**src/rtl/param_proc_core.sv**
```systemverilog
// rtl/param_proc_core.sv - multi-cycle register-file datapath core with valid/ready instruction intake
//
// Purpose:
//   Executes one instruction at a time through a small control FSM
//   (IDLE -> T1 -> [T2 -> T3] -> DONE). The register file, the A and G
//   registers and the ALU all exchange data over a single internal bus.
//
// Ports:
//   clk, rst                 clock (rising edge), asynchronous active-low reset
//   instr_valid/instr_ready  instruction handshake; ready only while IDLE
//   instr_op/rx/ry/imm       instruction fields, latched on acceptance
//   done, err                one-cycle retire pulse; err marks an illegal opcode
//   busy                     high whenever the FSM is not IDLE
//   flag_c, flag_z           carry/borrow and zero from the last ALU operation
//   dbg_sel, dbg_data        registered view of R[dbg_sel]
module param_proc_core #(
  parameter int DATA_W = 16,
  parameter int REG_AW = 3
) (
  input  logic              clk,
  input  logic              rst,
  input  logic              instr_valid,
  output logic              instr_ready,
  input  logic [3:0]        instr_op,
  input  logic [REG_AW-1:0] instr_rx,
  input  logic [REG_AW-1:0] instr_ry,
  input  logic [DATA_W-1:0] instr_imm,
  output logic              done,
  output logic              err,
  output logic              busy,
  output logic              flag_c,
  output logic              flag_z,
  input  logic [REG_AW-1:0] dbg_sel,
  output logic [DATA_W-1:0] dbg_data
);

  localparam int NUM_REGS = 2**REG_AW;

  localparam logic [3:0] OP_LOAD = 4'd1;
  localparam logic [3:0] OP_MOV  = 4'd2;
  localparam logic [3:0] OP_ADD  = 4'd3;
  localparam logic [3:0] OP_SUB  = 4'd4;
  localparam logic [3:0] OP_XOR  = 4'd5;
  localparam logic [3:0] OP_AND  = 4'd6;
  localparam logic [3:0] OP_OR   = 4'd7;

  typedef enum logic [2:0] {
    S_IDLE = 3'd0,
    S_T1   = 3'd1,
    S_T2   = 3'd2,
    S_T3   = 3'd3,
    S_DONE = 3'd4
  } state_t;

  state_t             state_q, state_d;
  logic [3:0]         op_q, op_d;
  logic [REG_AW-1:0]  rx_q, rx_d;
  logic [REG_AW-1:0]  ry_q, ry_d;
  logic [DATA_W-1:0]  imm_q, imm_d;
  logic [DATA_W-1:0]  a_q, a_d;
  logic [DATA_W-1:0]  g_q, g_d;
  logic               flag_c_q, flag_c_d;
  logic               flag_z_q, flag_z_d;
  logic [DATA_W-1:0]  regs_q [NUM_REGS];
  logic [DATA_W-1:0]  regs_d [NUM_REGS];
  logic               ready_q, ready_d;
  logic               done_q, done_d;
  logic               err_q, err_d;
  logic               busy_q, busy_d;
  logic [DATA_W-1:0]  dbg_q, dbg_d;

  logic               accept;
  logic               is_alu;
  logic               is_illegal;
  logic [DATA_W-1:0]  rhs;
  logic [DATA_W:0]    sum;
  logic [DATA_W-1:0]  alu_res;
  logic               alu_c;
  logic [DATA_W-1:0]  bus;
  logic               wr_en;

  assign accept     = instr_valid & ready_q;
  assign is_alu     = (op_q >= OP_ADD) && (op_q <= OP_OR);
  assign is_illegal = op_q[3];
  assign rhs        = regs_q[ry_q];

  // ALU: operand A comes from the A register, operand B straight from R[ry]
  always_comb begin
    sum     = {1'b0, a_q} + {1'b0, rhs};
    alu_res = '0;
    alu_c   = 1'b0;
    case (op_q)
      OP_ADD: begin
        alu_res = sum[DATA_W-1:0];
        alu_c   = sum[DATA_W];
      end
      OP_SUB: begin
        alu_res = a_q - rhs;
        alu_c   = (a_q < rhs);
      end
      OP_XOR:  alu_res = a_q ^ rhs;
      OP_AND:  alu_res = a_q & rhs;
      OP_OR:   alu_res = a_q | rhs;
      default: alu_res = '0;
    endcase
  end

  // Internal bus: one source per state; the register file only writes from the bus
  always_comb begin
    bus   = '0;
    wr_en = 1'b0;
    case (state_q)
      S_T1: begin
        if (op_q == OP_LOAD) begin
          bus   = imm_q;
          wr_en = 1'b1;
        end else if (op_q == OP_MOV) begin
          bus   = rhs;
          wr_en = 1'b1;
        end else if (is_alu) begin
          bus = regs_q[rx_q];
        end
      end
      S_T3: begin
        bus   = g_q;
        wr_en = 1'b1;
      end
      default: bus = '0;
    endcase
  end

  always_comb begin
    state_d  = state_q;
    op_d     = op_q;
    rx_d     = rx_q;
    ry_d     = ry_q;
    imm_d    = imm_q;
    a_d      = a_q;
    g_d      = g_q;
    flag_c_d = flag_c_q;
    flag_z_d = flag_z_q;
    regs_d   = regs_q;

    if (wr_en) regs_d[rx_q] = bus;

    case (state_q)
      S_IDLE: begin
        if (accept) begin
          op_d    = instr_op;
          rx_d    = instr_rx;
          ry_d    = instr_ry;
          imm_d   = instr_imm;
          state_d = S_T1;
        end
      end
      S_T1: begin
        if (is_alu) begin
          a_d     = bus;
          state_d = S_T2;
        end else begin
          state_d = S_DONE;
        end
      end
      S_T2: begin
        g_d      = alu_res;
        flag_c_d = alu_c;
        flag_z_d = (alu_res == '0);
        state_d  = S_T3;
      end
      S_T3:    state_d = S_DONE;
      S_DONE:  state_d = S_IDLE;
      default: state_d = S_IDLE;
    endcase

    // Status outputs are registered, so they are derived from the next state
    ready_d = (state_d == S_IDLE);
    busy_d  = (state_d != S_IDLE);
    done_d  = (state_d == S_DONE);
    err_d   = (state_d == S_DONE) && is_illegal;
    // Sampled from the current file: shows the pre-write value on a write edge
    dbg_d   = regs_q[dbg_sel];
  end

  always_ff @(posedge clk or negedge rst) begin
    if (!rst) begin
      state_q  <= S_IDLE;
      op_q     <= '0;
      rx_q     <= '0;
      ry_q     <= '0;
      imm_q    <= '0;
      a_q      <= '0;
      g_q      <= '0;
      flag_c_q <= 1'b0;
      flag_z_q <= 1'b0;
      for (int i = 0; i < NUM_REGS; i++) regs_q[i] <= '0;
      ready_q  <= 1'b1;
      done_q   <= 1'b0;
      err_q    <= 1'b0;
      busy_q   <= 1'b0;
      dbg_q    <= '0;
    end else begin
      state_q  <= state_d;
      op_q     <= op_d;
      rx_q     <= rx_d;
      ry_q     <= ry_d;
      imm_q    <= imm_d;
      a_q      <= a_d;
      g_q      <= g_d;
      flag_c_q <= flag_c_d;
      flag_z_q <= flag_z_d;
      for (int i = 0; i < NUM_REGS; i++) regs_q[i] <= regs_d[i];
      ready_q  <= ready_d;
      done_q   <= done_d;
      err_q    <= err_d;
      busy_q   <= busy_d;
      dbg_q    <= dbg_d;
    end
  end

  assign instr_ready = ready_q;
  assign done        = done_q;
  assign err         = err_q;
  assign busy        = busy_q;
  assign flag_c      = flag_c_q;
  assign flag_z      = flag_z_q;
  assign dbg_data    = dbg_q;

endmodule

```
**config.mk**
```make
export PLATFORM = sky130hd
export DESIGN_NAME = param_proc_core
export DESIGN_NICKNAME = d
export VERILOG_FILES = /design/src/rtl/param_proc_core.sv
export SDC_FILE = /design/constraint.sdc
export NUM_CORES = 1
export LEC_CHECK = 0
export ABC_AREA = 1
export BUFFER_PORTS_ARGS = -buffer_cell sky130_fd_sc_hd__buf_2
export CELL_PAD_IN_SITES_DETAIL_PLACEMENT = 1
export CELL_PAD_IN_SITES_GLOBAL_PLACEMENT = 2
export CORE_UTILIZATION = 33
export CTS_BUF_LIST = sky130_fd_sc_hd__clkbuf_4 sky130_fd_sc_hd__clkbuf_8
export DETAILED_ROUTE_END_ITERATION = 6
export HOLD_SLACK_MARGIN = 0.15
export PLACE_DENSITY_LB_ADDON = 0.1
export SLEW_MARGIN = 20
export SYNTH_ARGS = -nofsm -noshare
export SYNTH_HDL_FRONTEND = slang
export SYNTH_SLANG_ARGS = --single-unit
```
**constraint.sdc**
```tcl
create_clock -name clk -period 2.7 [get_ports clk]
set_input_delay 0.27 -clock clk [delete_from_list [all_inputs] [get_ports clk]]
set_output_delay 0.27 -clock clk [all_outputs]
set_load 0.01 [all_outputs]
```
==> results of run 1 <==
-- repair_timing --
action	in CTS	in global routing
pin swaps	32	73
endpoints found under the hold margin	98	0
cloned	3	2
setup endpoints to repair	16	20
hold buffers	28	0
buffers inserted	12	14
gates resized for setup	158	135
-- logic make-up (layout without fill, tap and decap cells) --
group | count (synthesis) | in the layout | synth area share, %
flip-flops | 211 | 211 | 37.43
AND/OR/NAND/NOR | 994 | 994 | 28.51
adder cells (fa/ha/maj) | 54 | 54 | 4.895
multiplexers | 16 | 16 | 1.277
buffers and inverters | 316 | 686 | 9.338
AO/OA/AOI/OAI | 461 | 461 | 18.55
-- cell usage in the layout (no fill, tap or decap), drive strengths merged, types with 5 or more instances in the layout --
cell type,count
clkbuf,72
o21ai,205
o22ai,41
nand4,17
dlygate4sd3,28
nor3,7
inv,211
nand3,90
a31oi,17
clkinv,9
a21oi,142
ha,52
mux2,16
nand2,725
o2111ai,5
dfrtp,210
nor2,149
buf,363
o211ai,42
-- critical path, stage by stage (launching register included) --
cell and delay [ns]:
dfrtp_2 0.45, buf_6 0.14, inv_8 0.07, buf_6 0.12, a21oi_1 0.06, o21ai_1 0.07, nand3_1 0.09, nand2_2 0.14
inv_4 0.06, ha_4 0.16, fa_2 0.37, inv_2 0.11, nand2_4 0.06, nand2_4 0.08, nand4_1 0.25, nand3_1 0.17
nand2_1 0.08, nand3_2 0.07, nand3_2 0.10, nor2_1 0.12, nand4_1 0.10, nand2_1 0.06
-- where the power goes --
part           internal, mW  total (mW)  switching [mW]
Sequential             3.73        4.20           0.473
Combinational          5.82        14.2            8.42
Clock                  2.14        3.71            1.57
Total                  11.7        22.2            10.5
-- sequential cells by signal, indices dropped and copies added, names as in the netlist --
signal,cells
state_q,3
dbg_data,16
done,1
busy,1
ry_q,3
a_q,16
instr_ready,1
rx_q,3
op_q,4
flag_c,1
g_q,16
regs_q,128
imm_q,16
err,1
flag_z,1
-- cell usage after synthesis, types with 15 or more instances --
| cell type | instances |
|---|---|
| nand3_1 | 90 |
| dfrtp_1 | 210 |
| clkbuf_1 | 35 |
| o211ai_1 | 36 |
| nand2_1 | 707 |
| nand2_2 | 15 |
| ha_1 | 52 |
| buf_2 | 52 |
| o21ai_0 | 154 |
| a21oi_1 | 142 |
| o22ai_1 | 40 |
| a31oi_1 | 16 |
| mux2_2 | 16 |
| nor2_1 | 138 |
| o21ai_1 | 46 |
| nand4_1 | 17 |
| inv_1 | 192 |
| inv_2 | 19 |
-- stage by stage --
stage                     setup WS (ns)  power [mW]  instance area [um^2]  setup TNS, ns
after floorplan                0.002482       10.01                 14130              0
after global placement          -0.4888       15.45                 16900         -3.992
after detailed placement        -0.5903       15.63                 16900         -5.100
after CTS                       -0.2775       21.00                 18840         -2.061
after global routing            -0.4579       23.49                 19460         -4.714
final                           -0.3078       22.16                 19460         -2.539
-- path summary, 6_finish.rpt --
| path | to | startpoint | slack [ns] |
|---|---|---|---|
| setup / recovery | flag_z | ry_q[0] | -0.31 |
| hold / removal | regs_q[17] | rst | 0.25 |
| setup reg to reg | flag_z | ry_q[0] | -0.31 |
| hold reg to reg | regs_q[110] | regs_q[110] | 0.48 |
| max in group asynchronous | a_q[1] | rst | 1.66 |
| min in group clk | dbg_data[8] | dbg_sel[2] | 0.26 |
-- area by class of cell --
class,count,share of cell area [%]
clock buffers,70,4.502
flip-flops and latches,211,27.16
multi-input cells,1525,43.42
well taps,539,3.466
inverters,215,4.238
clock inverters,7,0.3215
repair buffers,394,16.89
-- metal layers --
metal / wire [um] / vias up / part of all wire [%] / GRT usage, %
met4: 2920 / 0 / 4.3 / 13.21
met3: 3316 / 158 / 4.9 / 4.509
li1: - / 7339 / - / -
met5: 0 / - / 0 / 0
met2: 32760 / 421 / 48 / 52.66
met1: 28860 / 7738 / 43 / 39.60
==> results.toml, run 1 <==
[run_status]
status = "finished with violations"
violations = "setup timing"

[yosys]
synth-seq-cells = 211
netlist_instances = 2052
synth_top_flop_cell = "dfrtp_1"
synth_area_leader_cell = "dfrtp_1"
seq_area_frac_synth_pct = 37.43
synth.distinct_cells = 43
syn_nets = 2138
yosys.area.top_type_share_pct = 37.24
async_flop_share_pct = 100.0
yosys-top-cells-area = "dfrtp_1 37%, nand2_1 19%, o21ai_0 5.5%"
syn_area_um2 = 14110
ys_warn_count = 0
post_synth.cell_area_avg_um2 = 6.876
synth_edf_count = 0

[final_layout]
regArea_um2 = 5284
drive_above_1_share_pct = 30.14
fin_cells = 2961
area_growth_syn_to_layout_pct = 37.89
n_fill_cell = 5287
multiInputGateArea_um2 = 8448
nets = 2476
antenna_cells = 0
final_util_pct = 46.28

[floorplanning]
row_count = 75
io_pins = 54
initial_utilization_pct = 33.56
die_area_um2 = 43590
die_x_um = 208.8
chipHeight_um = 208.8
coreArea_um2 = 42040

[worst_setup_path]
reg2regPathDepth = 21
criticalPathCategory = "reg -> reg"
cp-start-kind = "flip-flop"
worst_setup_path_end_kind = "flip-flop"
cp.arrival_ns = 3.57
crit_fanout = 6
crit_required_ns = 3.26

[clock_network]
cts_tree = "yes"
clockBufferDepth = 3
cts_root_buf = "clkbuf_8"
insertion_delay_ns = 0.62
cts_buffers = 43
clk_pin_slew_worst_paths_ns = 0.07
cts.sinks = 211
ctsHtreeMaxLevel = 2

[power]
ir_drop_mv = 0.3763
p_per_area_nw_per_um2 = 1139
p_leak_nw = 9.745

[place]
placed_cells = 2826
gp_congestion = 0.9689
io_buffers = 53
hpwl_um = 48570

[global_route]
grt_start_max_net_pins = 75
grt_pass1_wl_um = 101500
grt-ovfl-total = 0
grtUsageTotal_pct = 31.14
grt_pass1_vias = 16403
grt_antenna_before_repair = 0

[drt]
viasPerCell = 5.287
drtIter0Drc = 896
wirelength_um = 67860
drc = 0
antenna_left = 0
wl_per_cell_um = 22.92
drtPass1Iterations = 4
via_count = 15656

[timing]
final_max_slew_viol_count = 0
rsz0062_at_grt = "yes"
fin_crit_sh_pct = 111.4
setup_violations = 16
worst_slew_pin_slew_ns = 0.8521
worst_slack_ns = -0.3078
hold_violations = 0
fmax_mhz = 332.5
min_period_ns = 3.008
fin_skew_ns = 0.01658
hold_ws_ns = 0.2473
slew_headroom_pct = 43.13

[job]
drv_cap = 0

[hold_path]
hold_path_class = "in -> async"
(Power assumes the default switching activity.)
==> run 2, diff against run 1 <==
CORE_UTILIZATION = 37   (was 33)
RECOVER_POWER = 100   (was unset)
clock period = 3.4 ns   (was 2.7 ns; I/O delays follow)
==> run 2 against run 1 <==
  * The flow finishes with violations (capacitance limit, slew limit)
  * Critical path depth is 10 lower
  * First-iteration DRC count is 3.3% higher
  * Largest cell class unchanged
  * Final cell count is 8.3% lower
  * Design area is 15% lower
  * Non-clock buffer count is 222 lower
  * Register-to-register slack better by 0.44 ns
  * Via count is 5.8% lower
  * Sequential power is 20% lower
  * Die area is 11% lower
  * Sequential cell count stayed put
  * Wire length is 7.2% lower
  * Count of clock-buffer cells in the layout is 1 lower
==> results.toml, run 2 (synthesis gave the netlist of run 1 again) <==
[floorplanning]
initial_utilization_pct = 37.55
chipHeight_um = 197.3
coreArea_um2 = 37580
row_count = 71
io_pins = 54
die_x_um = 197.3
die_area_um2 = 38920

[global_route]
grt_start_max_net_pins = 79
grt_antenna_before_repair = 1
grt-ovfl-total = 0
grtUsageTotal_pct = 32.80
grt_pass1_vias = 15330
grt_pass1_wl_um = 94580

[drt]
drtPass1Iterations = 5
via_count = 14752
drtIter0Drc = 926
viasPerCell = 5.436
wirelength_um = 62990
drc = 0
antenna_left = 0
wl_per_cell_um = 23.21

[final_layout]
layout_common_cells = "713 x nand2_1, 208 x dfrtp_1, 192 x inv_1"
largest_reg_flops = 128
final_util_pct = 43.98
area_growth_syn_to_layout_pct = 17.13
regMostFlops = "regs_q"
nets = 2254
drive_above_1_share_pct = 13.44
final_common_cell = "nand2_1"
fin_cells = 2714

[worst_setup_path]
crit_fanout = 15
crit_required_ns = 3.92
critPathMostFrequentCell = "nand2_1"
cp.arrival_ns = 3.80
worst_setup_path_end_kind = "flip-flop"
cp-start-kind = "flip-flop"
slowest_stage = "nand2_1"
path_delay_family = "simple AND/OR/NAND/NOR gates"
cp_cell_sequence = "nor2_1, nand2_2, nand2_1, o21ai_0, nor3_1, nand2_1, o21ai_1, nor2_1, o22ai_2, nand2_1, nand2_1"
worst_path_largest_cell_delay_ns = 0.73
crit_buf_inv = 0
criticalPathCategory = "reg -> reg"

[run_status]
status = "finished with violations"
violations = "capacitance limit, slew limit"

[timing]
min_period_ns = 3.272
fmax_mhz = 305.6
setup_violations = 0
final_max_slew_viol_count = 140
worst_slew_pin_slew_ns = 2.545
fin_skew_ns = 0.03396
slew_headroom_pct = -69.69
hold_violations = 0
fin_crit_sh_pct = 96.23

[place]
gp_congestion = 0.9067
placed_cells = 2604
hpwl_um = 44590
io_buffers = 53

[clock_network]
clockBufferDepth = 3
cts_buffers = 43
cts_root_buf = "clkbuf_8"
insertion_delay_ns = 0.62
cts_tree = "yes"
clk_pin_slew_worst_paths_ns = 0.06
cts.sinks = 211
ctsHtreeMaxLevel = 2

[job]
drv_cap = 3

[power]
p_leak_nw = 8.297
p_per_area_nw_per_um2 = 874.4
ir_drop_mv = 0.3432

[hold_path]
hold_path_class = "in -> reg"
## run 2: cell types whose count changed in the layout (fill, tap and decap cells not counted), moves of 27 or more
cell	delta
o21ai_1	-56
o21ai_0	+63
nand2_2	-58
buf_4	-194
nand3_1	+27
nand2_1	+73
## run 2: stage by stage
stage | hold WS, ns | TNS, ns | worst slack, ns | instance area, um^2 | total power [mW]
finish | 0.3200 | 0 | 0.1283 | 16530 | 14.45
global route | 0.3091 | -0.002292 | -0.002292 | 16530 | 15.39
CTS | 0.2752 | 0 | 0.06363 | 16490 | 14.23
detailed placement | 0.3813 | 0 | 0.09097 | 15270 | 11.19
global placement | 0.3818 | 0 | 0.1413 | 15270 | 11.07
floorplan | 0.04441 | 0 | 0.5401 | 14110 | 7.933
## run 2: timing repair
item	CTS	global route
resized for setup	0	34
endpoints found under the setup margin	0	9
buffers inserted	0	1
hold buffers	27	0
hold endpoints to repair	102	0
## run 2: area by class of cell
cell class	instances	area, um^2
diodes	1	2.502
clock buffers	69	830.8
clock inverters	10	115.1
fillers	4873	21050
inverters	215	812.0
multi-input cells	1525	7556
flip-flops and latches	211	5284
well taps	511	639.4
repair buffers	172	1287
## run 2: path summary, 6_finish.rpt
check                           slack, ns           to       start  depth (start not counted)
worst max register to register       0.13       a_q[5]     op_q[2]                         11
worst min-delay path                 0.32  dbg_data[2]  dbg_sel[2]                          3
min in group asynchronous            0.96    imm_q[13]         rst                          2
worst max-delay path                 0.13       a_q[5]     op_q[2]                         11
worst min register to register       0.48   regs_q[36]  regs_q[36]                          2
max in group asynchronous            0.92   regs_q[86]         rst                          2
## run 2: worst reg2reg max path: stages (launching register included)
cell and delay (ns):
dfrtp_1 0.39, nor2_1 0.32, nand2_2 0.19, nand2_1 0.73, o21ai_0 0.23, nor3_1 0.22, nand2_1 0.14, o21ai_1 0.12
nor2_1 0.08, o22ai_2 0.58, nand2_1 0.11, nand2_1 0.09
## run 2: power by group
part / switching (mW) / total, mW / internal [mW]
clock: 1.25 / 2.96 / 1.71
sequential: 0.388 / 3.35 / 2.96
combinational: 5.36 / 8.14 / 2.78
total: 7.00 / 14.5 / 7.45
## run 2: routing by layer
metal  vias to the layer above  GRT usage [%]  wire length [um]
met4                         0          12.26              2018
met5                         -              0                 0
li1                       6891              -                 -
met2                       397          57.13             30960
met3                       117          4.354              3094
met1                      7347          41.16             26910
==> run 3, diff against run 2 <==
CORE_ASPECT_RATIO = 1.5   (was unset)
==> run 3 against run 2 <==
  * Clock power fell by 7.8%
  * Total power fell by 1.8%
  * Sequential share of layout area is 0.35 points higher
  * Largest cell class unchanged
  * Worst hold slack better by 0.034 ns
  * Register-to-register slack worse by 0.02 ns
  * Clock skew up 0.0021 ns
  * Sequential cell count unchanged
  * The flow still finishes with violations (capacitance limit, slew limit)
==> results.toml, run 3 (synthesis gave the netlist of run 1 again) <==
[timing]
slew_headroom_pct = -11.41
fmax_mhz = 303.8
final_max_slew_viol_count = 91
worst_slew_pin_slew_ns = 1.671
hold_violations = 0
fin_crit_sh_pct = 96.80
fin_skew_ns = 0.03608
min_period_ns = 3.291
setup_violations = 0
worst_slack_ns = 0.1087
tns_ns = 0

[hold_path]
min_to = "dbg_data[8]"
hold_path_class = "in -> reg"
hold_start = "dbg_sel[2]"
hold_depth = 2

[worst_setup_path]
reg2regPathDepth = 11
criticalPathCategory = "reg -> reg"
cp_cell_sequence = "nor2_2, nand2_2, nand2_1, inv_1, a211oi_1, nand2_1, nand2_1, nor2_1, o21ai_4, nand2_1, nand2_1"
cp-start-kind = "flip-flop"
crit_fanout = 15
ff2ff_setup_slack_ns = 0.11
path_delay_family = "simple AND/OR/NAND/NOR gates"
r2r-end = "a_q[14]"
critPathMostFrequentCell = "nand2_1"
timing.rr.start = "op_q[2]"
worst_path_largest_cell_delay_ns = 0.73
slowest_stage = "nand2_1"
crit_required_ns = 3.88
cp.arrival_ns = 3.77
worst_setup_path_end_kind = "flip-flop"
crit_buf_inv = 1

[final_layout]
area_growth_syn_to_layout_pct = 15.91
final_util_pct = 43.55
drive_above_1_share_pct = 12.57
layout_common_cells = "706 x nand2_1, 208 x dfrtp_1, 194 x inv_1"
n_fill_cell = 4804
regMostFlops = "regs_q"
final_common_cell = "nand2_1"
nets = 2230
largest_reg_flops = 128

[global_route]
grt_start_max_net_pins = 67
grt_antenna_before_repair = 1
grt-ovfl-total = 0
grt_pass1_vias = 15443
grt_pass1_wl_um = 95020
grtUsageTotal_pct = 33.00

[job]
drv_cap = 2

[clock_network]
ctsHtreeMaxLevel = 2
cts_tree = "yes"
cts_buffers = 37
clockBufferDepth = 3
cts.sinks = 211
clk_pin_slew_worst_paths_ns = 0.07
cts_root_buf = "clkbuf_8"
insertion_delay_ns = 0.58

[drt]
drtIter0Drc = 875
drt-met1-wl_um = 25050
wl_met3_um = 2566
wl_met2_um = 32690
wirelength_um = 63500
viasPerCell = 5.547
top_layer = "met4"
drtPass1Iterations = 5
drc = 0
antenna_left = 0
via_count = 14760
wl_per_cell_um = 23.86

[floorplanning]
die_area_um2 = 38940
chipHeight_um = 241.2
initial_utilization_pct = 37.57
die_x_um = 161.4
coreArea_um2 = 37550
row_count = 87
io_pins = 54

[power]
ir_drop_mv = 0.3546
seq_power_share_pct = 23.4
p_sw_share_pct = 49.25
p_clk_share_pct = 19.2
p_leak_nw = 8.135
fin_total_pwr_mw = 14.19
switchingPower_mw = 6.988
p_per_area_nw_per_um2 = 867.6
power_frac_comb_pct = 57.4
internal_power_mw = 7.201

[place]
pre_cts_slack_ns = 0.01719
io_buffers = 53
gp_congestion = 0.9750
hpwl_um = 44700

[run_status]
violations = "capacitance limit, slew limit"
status = "finished with violations"
[run 3: cell types whose count changed in the layout (fill, tap and decap cells not counted), sizes merged]
cell,before,now
clkinvlp,1,4
inv,213,210
buf,118,93
clkinv,9,6
clkbuf,96,93
[run 3: how the worst max path moves through the flow]
stage	from	to	slack [ns]	depth (start not counted)
finish	op_q[2]	a_q[14]	0.11	11
global route	ry_q[0]	flag_z	-0.003	22
CTS	ry_q[0]	flag_z	0.05	20
detailed placement	ry_q[0]	flag_z	0.02	18
global placement	ry_q[0]	flag_z	0.08	18
floorplan	ry_q[2]	flag_z	0.54	18
[run 3: worst reg2reg max path: stages, from the launching register on]
cell	delay [ns]
dfrtp_1	0.41
nor2_2	0.23
nand2_2	0.17
nand2_1	0.73
inv_1	0.49
a211oi_1	0.33
nand2_1	0.16
nand2_1	0.09
nor2_1	0.06
o21ai_4	0.36
nand2_1	0.10
nand2_1	0.07
[run 3: area by class of cell]
type	instances	area, um^2	share of cell area [%]
Multi-Input combinational cell	1525	7646	46.75
Timing Repair Buffer	154	1150	7.031
Inverter	215	815.8	4.988
Clock inverter	7	92.59	0.5661
Sequential cell	211	5286	32.32
Clock buffer	59	749.5	4.583
Tap cell	489	611.8	3.741
Antenna cell	1	2.502	0.01530
[run 3: power groups by stage]
stage          clock, mW  combinational, mW  sequential [mW]
2_1_floorplan          0               4.69             3.25
3_3_place_gp           0               7.44             3.35
3_5_place_dp           0               7.60             3.36
4_1_cts             2.78               7.66             3.32
5_1_grt             2.86               8.85             3.38
6_report            2.73               8.14             3.32
[run 3: what timing repair did]
item	in CTS	in global routing
cloned	0	1
hold endpoints to repair	83	0
hold buffers	27	0
buffers inserted	0	3
pin swaps	0	1
endpoints found under the setup margin	1	6
gates resized for setup	1	55
[run 3: per-layer routing]
layer	track usage [%]	vias up
li1	-	6840
met3	3.111	181
met4	16.78	0
met2	60.20	425
met5	0	-
met1	38.26	7314
[run 3: stage by stage]
step                hold slack, ns  area [um^2]  instances
global route                0.3481        16350       2661
detailed placement          0.3292        15120       2563
finish                      0.3543        16350       2661
CTS                         0.2915        16240       2656
global placement            0.3214        15120       2563
floorplan                  0.04441        14110       2052
